$ cat config.mk
export PLATFORM = sky130hd
export DESIGN_NAME = monolith_job_sched
export DESIGN_NICKNAME = d
export VERILOG_FILES = /design/src/rtl/monolith_job_sched.sv
export SDC_FILE = /design/constraint.sdc
export NUM_CORES = 1
export LEC_CHECK = 0
export CAP_MARGIN = 20
export CORE_MARGIN = 2
export CORE_UTILIZATION = 40
export DETAILED_ROUTE_END_ITERATION = 8
export PLACE_DENSITY = 0.61
export SLEW_MARGIN = 25
export SYNTH_ARGS = -nofsm -noshare
export SYNTH_HDL_FRONTEND = slang
export SYNTH_SLANG_ARGS = --single-unit
$ cat constraint.sdc
create_clock -name aclk -period 7.1 [get_ports aclk]
set_clock_uncertainty 0.1 [all_clocks]
set_input_delay 2.13 -clock aclk [delete_from_list [all_inputs] [get_ports aclk]]
set_output_delay 2.13 -clock aclk [all_outputs]
set_load 0.1 [all_outputs]
$ cat src/rtl/monolith_job_sched.sv
// Job scheduler feeding the Monolith hash core: canonicalising job FIFO, single-job
// issue FSM with a watchdog, and a result FIFO drained over a valid/ready stream.
//
// state | meaning
// IDLE  | waiting for a queued job and a free result slot
// ISSUE | core_start pulse, watchdog cleared
// WAIT  | waiting for core_valid or watchdog expiry
module monolith_job_sched #(
    parameter int JOB_DEPTH = 4,
    parameter int RES_DEPTH = 4,
    parameter int TIMEOUT   = 1024
) (
    input  logic        aclk,
    input  logic        aresetn,
    input  logic        in_valid,
    output logic        in_ready,
    input  logic [61:0] in_data,
    output logic        core_start,
    output logic [30:0] core_in1,
    output logic [30:0] core_in2,
    input  logic        core_valid,
    input  logic [30:0] core_out,
    output logic        out_valid,
    input  logic        out_ready,
    output logic [30:0] out_data,
    output logic        irq,
    output logic        err,
    input  logic        err_clr,
    output logic [15:0] jobs_done
);
    typedef enum logic [1:0] {S_IDLE, S_ISSUE, S_WAIT} state_t;

    localparam int JAW = $clog2(JOB_DEPTH);
    localparam int RAW = $clog2(RES_DEPTH);
    localparam int WDW = $clog2(TIMEOUT);
    localparam logic [WDW-1:0] WD_LAST = WDW'(TIMEOUT - 1);
    localparam logic [30:0] M31_P = 31'h7FFF_FFFF;

    state_t         state;
    logic [WDW-1:0] wdog;

    logic [61:0]    job_mem [JOB_DEPTH];
    logic [JAW:0]   job_wp, job_rp, job_wp_n, job_rp_n;
    logic [61:0]    job_head;
    logic           job_push, job_pop, job_empty, job_full_n;

    logic [30:0]    res_mem [RES_DEPTH];
    logic [RAW:0]   res_wp, res_rp, res_wp_n, res_rp_n;
    logic           res_push, res_pop, res_full, out_valid_n;

    function automatic logic [30:0] canon(input logic [30:0] v);
        return (v == M31_P) ? 31'd0 : v;
    endfunction

    assign job_empty   = (job_wp == job_rp);
    assign res_full    = (res_wp[RAW] != res_rp[RAW]) && (res_wp[RAW-1:0] == res_rp[RAW-1:0]);
    assign job_head    = job_mem[job_rp[JAW-1:0]];

    // A result slot is reserved at issue time, so WAIT can always push.
    assign job_push    = in_valid && in_ready;
    assign job_pop     = (state == S_IDLE) && !job_empty && !res_full;
    assign res_push    = (state == S_WAIT) && core_valid;
    assign res_pop     = out_valid && out_ready;

    assign job_wp_n    = job_wp + (JAW+1)'(job_push);
    assign job_rp_n    = job_rp + (JAW+1)'(job_pop);
    assign res_wp_n    = res_wp + (RAW+1)'(res_push);
    assign res_rp_n    = res_rp + (RAW+1)'(res_pop);

    assign job_full_n  = (job_wp_n[JAW] != job_rp_n[JAW]) &&
                         (job_wp_n[JAW-1:0] == job_rp_n[JAW-1:0]);
    assign out_valid_n = (res_wp_n != res_rp_n);

    assign irq = out_valid;

    always_ff @(posedge aclk) begin
        if (job_push) begin
            job_mem[job_wp[JAW-1:0]] <= {canon(in_data[61:31]), canon(in_data[30:0])};
        end
        if (res_push) begin
            res_mem[res_wp[RAW-1:0]] <= core_out;
        end
    end

    // Flags and head data are registered from next-state pointers.
    always_ff @(posedge aclk or negedge aresetn) begin
        if (!aresetn) begin
            job_wp    <= '0;
            job_rp    <= '0;
            res_wp    <= '0;
            res_rp    <= '0;
            in_ready  <= 1'b0;
            out_valid <= 1'b0;
            out_data  <= '0;
        end else begin
            job_wp    <= job_wp_n;
            job_rp    <= job_rp_n;
            res_wp    <= res_wp_n;
            res_rp    <= res_rp_n;
            in_ready  <= !job_full_n;
            out_valid <= out_valid_n;
            if (out_valid_n) begin
                // The next head is the incoming digest when it lands in the head slot.
                if (res_push && (res_wp[RAW-1:0] == res_rp_n[RAW-1:0])) begin
                    out_data <= core_out;
                end else begin
                    out_data <= res_mem[res_rp_n[RAW-1:0]];
                end
            end
        end
    end

    always_ff @(posedge aclk or negedge aresetn) begin
        if (!aresetn) begin
            state      <= S_IDLE;
            core_start <= 1'b0;
            core_in1   <= '0;
            core_in2   <= '0;
            wdog       <= '0;
            err        <= 1'b0;
            jobs_done  <= '0;
        end else begin
            core_start <= 1'b0;
            if (err_clr) begin
                err <= 1'b0;
            end
            case (state)
                S_IDLE: begin
                    if (job_pop) begin
                        core_in1   <= job_head[30:0];
                        core_in2   <= job_head[61:31];
                        core_start <= 1'b1;
                        state      <= S_ISSUE;
                    end
                end
                S_ISSUE: begin
                    wdog  <= '0;
                    state <= S_WAIT;
                end
                S_WAIT: begin
                    if (core_valid) begin
                        jobs_done <= jobs_done + 16'd1;
                        state     <= S_IDLE;
                    end else if (wdog == WD_LAST) begin
                        err   <= 1'b1;
                        state <= S_IDLE;
                    end else begin
                        wdog <= wdog + 1'b1;
                    end
                end
                default: state <= S_IDLE;
            endcase
        end
    end

endmodule

**Word-level counts from Yosys, hierarchy flattened**

Memory sizes are Yosys's and may differ from the RTL's. A register that Yosys moved wholly into a read port is not among the register bits.
Index checks and enable logic that the tools add are counted.

- Bits in read-only memories: 0
- RAM bits: 372
- Input port bits: 99
- Flip-flop bits (word level): 44
- Bits in latches: 0
- Output and inout port bits: 114
- Memories: 2

- Shift operators: 0
- Reductions and logical operators: 18
- Bitwise gates (word level): 0
- Add/subtract/negate cells: 6
- $mul: 0
- Muxes and demuxes: 19
- Equality and inequality tests: 15
- Magnitude comparators: 0
- Div/mod/pow operators: 0

Memory list:

| memory | depth | width | rd ports | clocked after memory_dff | write ports | line | RTL |
|---|---|---|---|---|---|---|---|
| job_mem | 4 | 62 | 1 | 1 | 1 | 42 | `logic [61:0] job_mem [JOB_DEPTH];` |
| res_mem | 4 | 31 | 1 | 1 | 1 | 47 | `logic [30:0] res_mem [RES_DEPTH];` |

Operators by type and width:

| cell | number |
|---|---|
| 31-bit == test, second input constant | 2 |
| 31-bit two-way mux | 2 |
| 10-bit two-way mux | 2 |
| 10-bit case mux with 2 select lines | 1 |
| 16-bit by 1-bit adder with 16-bit output, second input constant | 1 |
| 3-bit by 1-bit adder with 3-bit output | 4 |
| 10-bit by 1-bit adder with 10-bit output, second input constant | 1 |
| 10-bit == test, second input constant | 1 |
| 1-bit two-way mux | 10 |
| 1-bit logical AND | 7 |
| 2-bit two-way mux | 3 |
| 2-bit inequality test, second input constant | 3 |
| 2-bit case mux with 3 select lines | 1 |
| 2-bit AND reduction | 3 |
| 1-bit logical NOT | 5 |
| 2-bit == test | 2 |
| 3-bit == test | 1 |
| 3-bit by 2-bit inequality test with 1-bit output, second input constant | 1 |
| 3-bit inequality test | 1 |
| 3-bit AND reduction | 1 |
| 2-bit by 1-bit == test with 1-bit output, second input constant | 1 |
| 2-bit == test, second input constant | 1 |
| 2-bit logical NOT | 1 |
| 1-bit inequality test | 2 |
| 2-bit nonzero test | 1 |

**Depth between registers and ports, before layout**

Gate-level depths: netlist of run 1.

- Word-level depth: 8
- Gate-level depth with buffers: 11
- Gate-level depth less buffers: 8

**Least setup slack after synthesis of run 1**

OpenSTA, ideal clock, no wires.

- Path type: input port to flip-flop
- From: input port in_valid
- To: memory job_mem[0][0], enable pin
- Setup slack: -479 ps
- Required time: 6429 ps
- Arrival: 6908 ps
- Stages: 2
- Path through: and2_0 nor3b_1

- Longest elaborated chain between the ends: 3

Ends and longest elaborated chain:

| element | line | RTL |
|---|---|---|
| start, declared | 15 | `input logic in_valid,` |
| 1-bit logical AND | 60 | `assign job_push = in_valid && in_ready;` |
| 1-bit two-way mux | 77 | `if (job_push) begin` |
| 1-bit two-way mux (not written as such) | 78 | `job_mem[job_wp[JAW-1:0]] <= {canon(in_data[61:31]), canon(in_data[30:0])};` |
| end, declared | 42 |  |

No other way between the ends.

**Worst setup path in the final report of run 1**

- From: input port core_valid
- To: register out_data[19] (read register of res_mem)

- Longest elaborated chain between the ends: 3

Ends and longest elaborated chain:

| element | line | RTL |
|---|---|---|
| start, declared | 21 | `input logic core_valid,` |
| 1-bit logical AND | 62 | `assign res_push = (state == S_WAIT) && core_valid;` |
| via res_push | 49 | `logic res_push, res_pop, res_full, out_valid_n;` |
| 3-bit by 1-bit adder with 3-bit output | 67 | `assign res_wp_n = res_wp + (RAW+1)'(res_push);` |
| via res_wp_n[2] | 48 | `logic [RAW:0] res_wp, res_rp, res_wp_n, res_rp_n;` |
| 3-bit inequality test | 72 | `assign out_valid_n = (res_wp_n != res_rp_n);` |
| end, declared | 25 | `output logic [30:0] out_data,` |

The timed path passes the listed nets, and every way through them passes these cells.
A chain may end at the register's enable or synchronous reset.

==> results of run 1 <==
[Yosys cell counts, types with 3 or more instances]
library cell | count | area [µm²]
ha_1 | 10 | 125
or4_1 | 4 | 30.0
inv_1 | 6 | 22.5
mux4_2 | 93 | 2090
buf_1 | 6 | 22.5
mux2_1 | 60 | 676
dfrtp_1 | 137 | 3430
nor3_1 | 3 | 15.0
mux2_2 | 64 | 721
or3_1 | 3 | 18.8
edfxtp_1 | 372 | 11200
buf_6 | 6 | 67.6
buf_2 | 9 | 45.0
xor2_1 | 18 | 158
clkbuf_1 | 18 | 67.6
and2_1 | 63 | 394
nand4_1 | 19 | 119
nand3_1 | 13 | 65.1
nor2_1 | 8 | 30.0
nand2_1 | 20 | 75.1
o31ai_1 | 6 | 45.0
and3_1 | 4 | 25.0
xnor2_1 | 15 | 131
nor4_1 | 7 | 43.8
o21ai_0 | 3 | 15.0
buf_4 | 5 | 37.5
a21oi_1 | 5 | 25.0
[cells by family after synthesis]
kind of cell	share of synthesized area [%]
DFF	73.6
muxes	17.6
and+or+nand+nor	4.75
buffers and inverters	1.35
xor gates and xnor gates	1.46
AOI/OAI and AO/OA	0.668
adders and majority gates	0.630
[final cells by class]
class	instances	area, µm²	share of cell area, %
timing repair buffer	232	2310	9.39
tap	664	831	3.38
sequential	509	14600	59.3
multi-input combinational	438	5050	20.5
clock buffer	72	1470	5.97
inverter	6	22.5	0.0915
clock inverter	29	318	1.29
[flip-flops by register name, indices dropped and copies added (netlist names), 10 cells and up]
name,cells
job_mem,248
res_mem,124
jobs_done,16
out_data,31
core_in2,31
core_in1,31
wdog,10
[per-stage QoR]
stage          cells  setup slack (ns)  utilization (%)  hold WS, ns
4_1_cts         1949              2.05             50.2        0.383
3_3_place_gp    1846              1.46             46.5        0.363
5_1_grt         1950              1.85             50.3        0.394
2_1_floorplan    998              1.53                -        0.390
6_report        1950              2.07             50.3        0.383
3_5_place_dp    1848              1.40             46.6        0.374
[layout by cell type (no fill, tap or decap), types with 3 or more instances in the layout]
master | netlist | final
buf_4 | 5 | 15
clkinvlp_4 | 0 | 3
clkdlybuf4s50_1 | 0 | 206
xor2_1 | 18 | 18
clkinv_1 | 0 | 9
mux2_1 | 60 | 60
dfrtp_1 | 137 | 135
buf_12 | 0 | 3
buf_2 | 9 | 4
nand2_1 | 20 | 18
nor4_1 | 7 | 7
nand4_1 | 19 | 19
mux4_2 | 93 | 93
and3_1 | 4 | 3
ha_1 | 10 | 9
o31ai_1 | 6 | 6
or3_1 | 3 | 3
o21ai_0 | 3 | 3
clkbuf_1 | 18 | 14
edfxtp_1 | 372 | 372
clkbuf_8 | 0 | 3
and2_1 | 63 | 63
clkbuf_16 | 0 | 55
clkinv_2 | 0 | 7
xnor2_1 | 15 | 15
inv_1 | 6 | 6
or4_1 | 4 | 4
a21oi_1 | 5 | 5
nor2_1 | 8 | 5
nor2_4 | 0 | 3
bufinv_16 | 0 | 6
mux2_2 | 64 | 64
nand3_1 | 13 | 13
[path summary, 6_finish.rpt]
path	slack, ns	depth (start not counted)	endpoint	start
max in group asynchronous	4.47	2	core_in2[28]	aresetn
hold / removal	0.38	1	core_in2[30]	core_in2[30]
setup / recovery	2.07	10	out_data[19]	core_valid
setup reg to reg	3.53	9	out_data[19]	state[0]
hold reg to reg	0.38	1	core_in2[30]	core_in2[30]
min in group asynchronous	1.48	1	jobs_done[8]	aresetn
[per-layer routing]
metal / vias up / wire length (µm)
li1: 4435 / -
met5: - / 16
met4: 2 / 618
met3: 53 / 3030
met1: 5148 / 17700
met2: 237 / 20000
==> flow_summary.yaml, run 1 <==
global_routing:
  antenna_found_initial: 1
  use_met3_pct: 4.91
  grt_overflow: 0
  met1_usage_pct: 21.7
  first_global_vias: 10600
  grt_pass1_wl_um: 63300
  grt_start_max_net_pins: 77
  grt_usage_pct: 16.4
  busiest_layer: "met2"
  grt_use_met2_pct: 26.8
critical_path:
  critPathRequiredTime_ns: 7.47
  cp_top_family: "buffers and inverters"
  crit_path_end_kind: "flop"
  cpPeakStageDelay_ns: 0.75
  timing_worst_setup_path_type: "in -> reg"
  arrival_ns: 5.40
  path_max_fanout: 17
  crit_path_top_delay_cell: "or3_1"
  crit_chain: "clkdlybuf4s50_1 -> nand3b_1 -> inv_1 -> ha_1 -> ha_1 -> xor2_1 -> xor2_1 -> or3_1 -> buf_4 -> mux2_2"
  cp-start-kind: "primary input"
  crit_buf_inv: 3
finish:
  fill_cells: 3986
  fin_nets: 1350
  syn_to_final_growth_pct: 24.0
  antenna_cells: 0
  stdcell_area_um2: 24600
  drive_gt1_share_pct: 21.7
logic_synthesis:
  ys_warn_count: 0
  async_reset_ff_share_pct: 26.9
  synth_edf_count: 372
  ys.flop_type: "edfxtp_1"
  syn-cell-area_um2: 19800
  ys_ff_latch: 509
  syn_avg_cell_area_um2: 19.9
  syn_inst: 998
  syn_nets: 1107
  ys_seq_area_share_pct: 73.6
  yosys.cell_types.count: 44
drt:
  ant_nets: 0
  firstDrtPassIters: 5
  wl_per_cell_um: 21.2
  first_iter_violations: 612
  routed_wl_um: 41300
  vias: 9875
  routed_via_density: 5.06
  drc: 0
clock_tree:
  cts_root_buf: "clkbuf_16"
  post_cts_buffers: 0
  cts_resized: 0
  clockBufferDepth: 3
  hold_buffers: 0
  h-tree-depth: 2
  clk_pin_slew_worst_paths_ns: 0.06
  cts_tree: "done"
  cts.sinks: 509
  clock_latency_ns: 0.59
  numCtsBuffers: 54
placed_design:
  portBuffers: 212
  gp_congestion: 0.721
  dpl.hpwl_um: 24500
  place_area_um2: 22800
hold_path:
  hold_class: "reg -> reg"
die:
  ioPinCount: 213
  dieArea_um2: 51400
  fp.dieH_um: 227
  placementRows: 81
  fp.coreArea_um2: 49000
  start_util_pct: 40.5
  die_width_um: 227
flow_run:
  max_cap_viol_count: 0
sta:
  max_freq_mhz: 199
  fin_crit_sh_pct: 70.8
  fin_setup_tns_ns: 0
  min_period_ns: 5.03
  rsz0062_at_grt: "no"
  setup_viol: 0
  drv_slew: 0
  hold_viol: 0
  relSlewSlack_pct: 25.9
  worstMarginPinSlew_ns: 1.11
outcome:
  outcome: "complete, no violations"
Power of run 1 is left out: the tool's default activity adds up to more than one toggle a clock period on the data nets, which glitch-free logic cannot reach.
==> inputs of run 2 (changes only) <==
--- a/config.mk
+++ b/config.mk
@@ -9,7 +9,7 @@
 export CORE_MARGIN = 2
 export CORE_UTILIZATION = 40
 export DETAILED_ROUTE_END_ITERATION = 8
-export PLACE_DENSITY = 0.61
+export PLACE_DENSITY = 0.63
 export SLEW_MARGIN = 25
 export SYNTH_ARGS = -nofsm -noshare
 export SYNTH_HDL_FRONTEND = slang
==> constraint.sdc (replaced) <==
create_clock -name aclk -period 4.2 [get_ports aclk]
set_clock_uncertainty 0.1 [all_clocks]
set_input_delay 1.26 -clock aclk [delete_from_list [all_inputs] [get_ports aclk]]
set_output_delay 1.26 -clock aclk [all_outputs]
set_load 0.1 [all_outputs]
==> run 2 against run 1 <==
Count of clock-buffer cells in the layout is 2 higher. Critical path depth down 9. Final cell count is 0.51% higher. Register-to-register slack worse by 2.2 ns. Sequential share of layout area is 0.27 points lower. Setup slack lost 1.4 ns. Die area did not move. Core utilization is 0.23 points higher. Highest routed layer unchanged.
==> flow_summary.yaml, run 2 (same netlist as run 1, synthesis figures left out) <==
clock_tree:
  post_cts_buffers: 0
  numCtsBuffers: 52
  cts_resized: 0
  cts_root_buf: "clkbuf_16"
  cts_tree: "done"
  clockBufferDepth: 3
  h-tree-depth: 2
  clk_pin_slew_worst_paths_ns: 0.06
  hold_buffers: 0
  clock_latency_ns: 0.60
  cts.sinks: 509
finish:
  syn_to_final_growth_pct: 24.6
  fin_nets: 1362
  antenna_cells: 0
  drive_gt1_share_pct: 24.5
  mostFrequentLayoutCells: "edfxtp_1, clkdlybuf4s50_1, dfrtp_1"
  largest_reg_flops: 248
  fill_cells: 4009
  final_common_cell: "edfxtp_1"
sta:
  worstMarginPinSlew_ns: 1.04
  relSlewSlack_pct: 30.7
  max_freq_mhz: 282
  hold_viol: 0
  fin_setup_tns_ns: 0
  min_period_ns: 3.55
  rsz0062_at_grt: "no"
  setup_viol: 0
  fin_crit_sh_pct: 84.6
  hold_ws_ns: 0.376
  drv_slew: 0
outcome:
  outcome: "complete, no violations"
die:
  dieArea_um2: 51400
  fp.coreArea_um2: 49000
  ioPinCount: 213
  start_util_pct: 40.5
  placementRows: 81
  die_width_um: 227
  fp.dieH_um: 227
global_routing:
  grt_overflow: 0
  first_global_vias: 10700
  grt_pass1_wl_um: 63500
  grt_start_max_net_pins: 64
  grt_usage_pct: 16.5
  antenna_found_initial: 3
critical_path:
  crit_path_end_kind: "primary output"
  crit_path_top_delay_cell: "clkdlybuf4s50_1"
  path_max_fanout: 6
  crit_buf_inv: 1
  timing_worst_setup_path_type: "reg -> out"
  cp_top_family: "buffers and inverters"
  critPathRequiredTime_ns: 2.84
  crit_chain: "clkdlybuf4s50_1"
  cp-start-kind: "flop"
  cpPeakStageDelay_ns: 1.17
  arrival_ns: 2.19
drt:
  drc: 0
  wl_per_cell_um: 21.1
  firstDrtPassIters: 6
  first_iter_violations: 766
  ant_nets: 0
  vias: 10000
  routed_via_density: 5.12
  routed_wl_um: 41300
hold_path:
  hold_class: "reg -> reg"
placed_design:
  dpl.hpwl_um: 25500
  portBuffers: 212
  gp_congestion: 0.728
flow_run:
  max_cap_viol_count: 0
==> run 2: routing by layer <==
| metal | track usage [%] | up-vias | share of wire, % |
|---|---|---|---|
| li1 | - | 4467 | - |
| met1 | 21.8 | 5277 | 42 |
| met2 | 27.2 | 226 | 49 |
| met3 | 3.97 | 57 | 6.3 |
| met4 | 5.11 | 4 | 2.0 |
| met5 | 0 | - | 0.065 |
==> run 2: area by class of cell <==
type / count / area [µm²] / share of cell area (%)
sequential: 509 / 14600 / 59.1
tap: 664 / 831 / 3.36
clock inverter: 23 / 335 / 1.36
clock buffer: 74 / 1440 / 5.84
timing repair buffer: 246 / 2420 / 9.80
multi-input combinational: 438 / 5060 / 20.5
inverter: 6 / 22.5 / 0.0911
==> run 2: final timing paths <==
kind	endpoint	slack (ns)	startpoint	depth (start not counted)
hold / removal	jobs_done[15]	0.38	jobs_done[15]	1
setup / recovery	jobs_done[4]	0.65	jobs_done[4]	1
hold reg to reg	jobs_done[15]	0.38	jobs_done[15]	1
setup reg to reg	core_in1[2]	1.32	job_rp[0]	5
min in group asynchronous	jobs_done[7]	0.56	aresetn	1
max in group asynchronous	core_in1[3]	2.63	aresetn	2
==> run 2: through the flow <==
| step | setup WS, ns | utilization [%] | instances | instance area [µm²] |
|---|---|---|---|---|
| after floorplan | -0.288 | - | 998 | 19900 |
| after global placement | 0.227 | 46.8 | 1863 | 22900 |
| after detailed placement | 0.212 | 46.8 | 1863 | 22900 |
| after CTS | 0.596 | 50.5 | 1960 | 24700 |
| after global routing | 0.564 | 50.5 | 1960 | 24700 |
| final | 0.648 | 50.5 | 1960 | 24700 |
Power of run 2 is left out for the same reason.
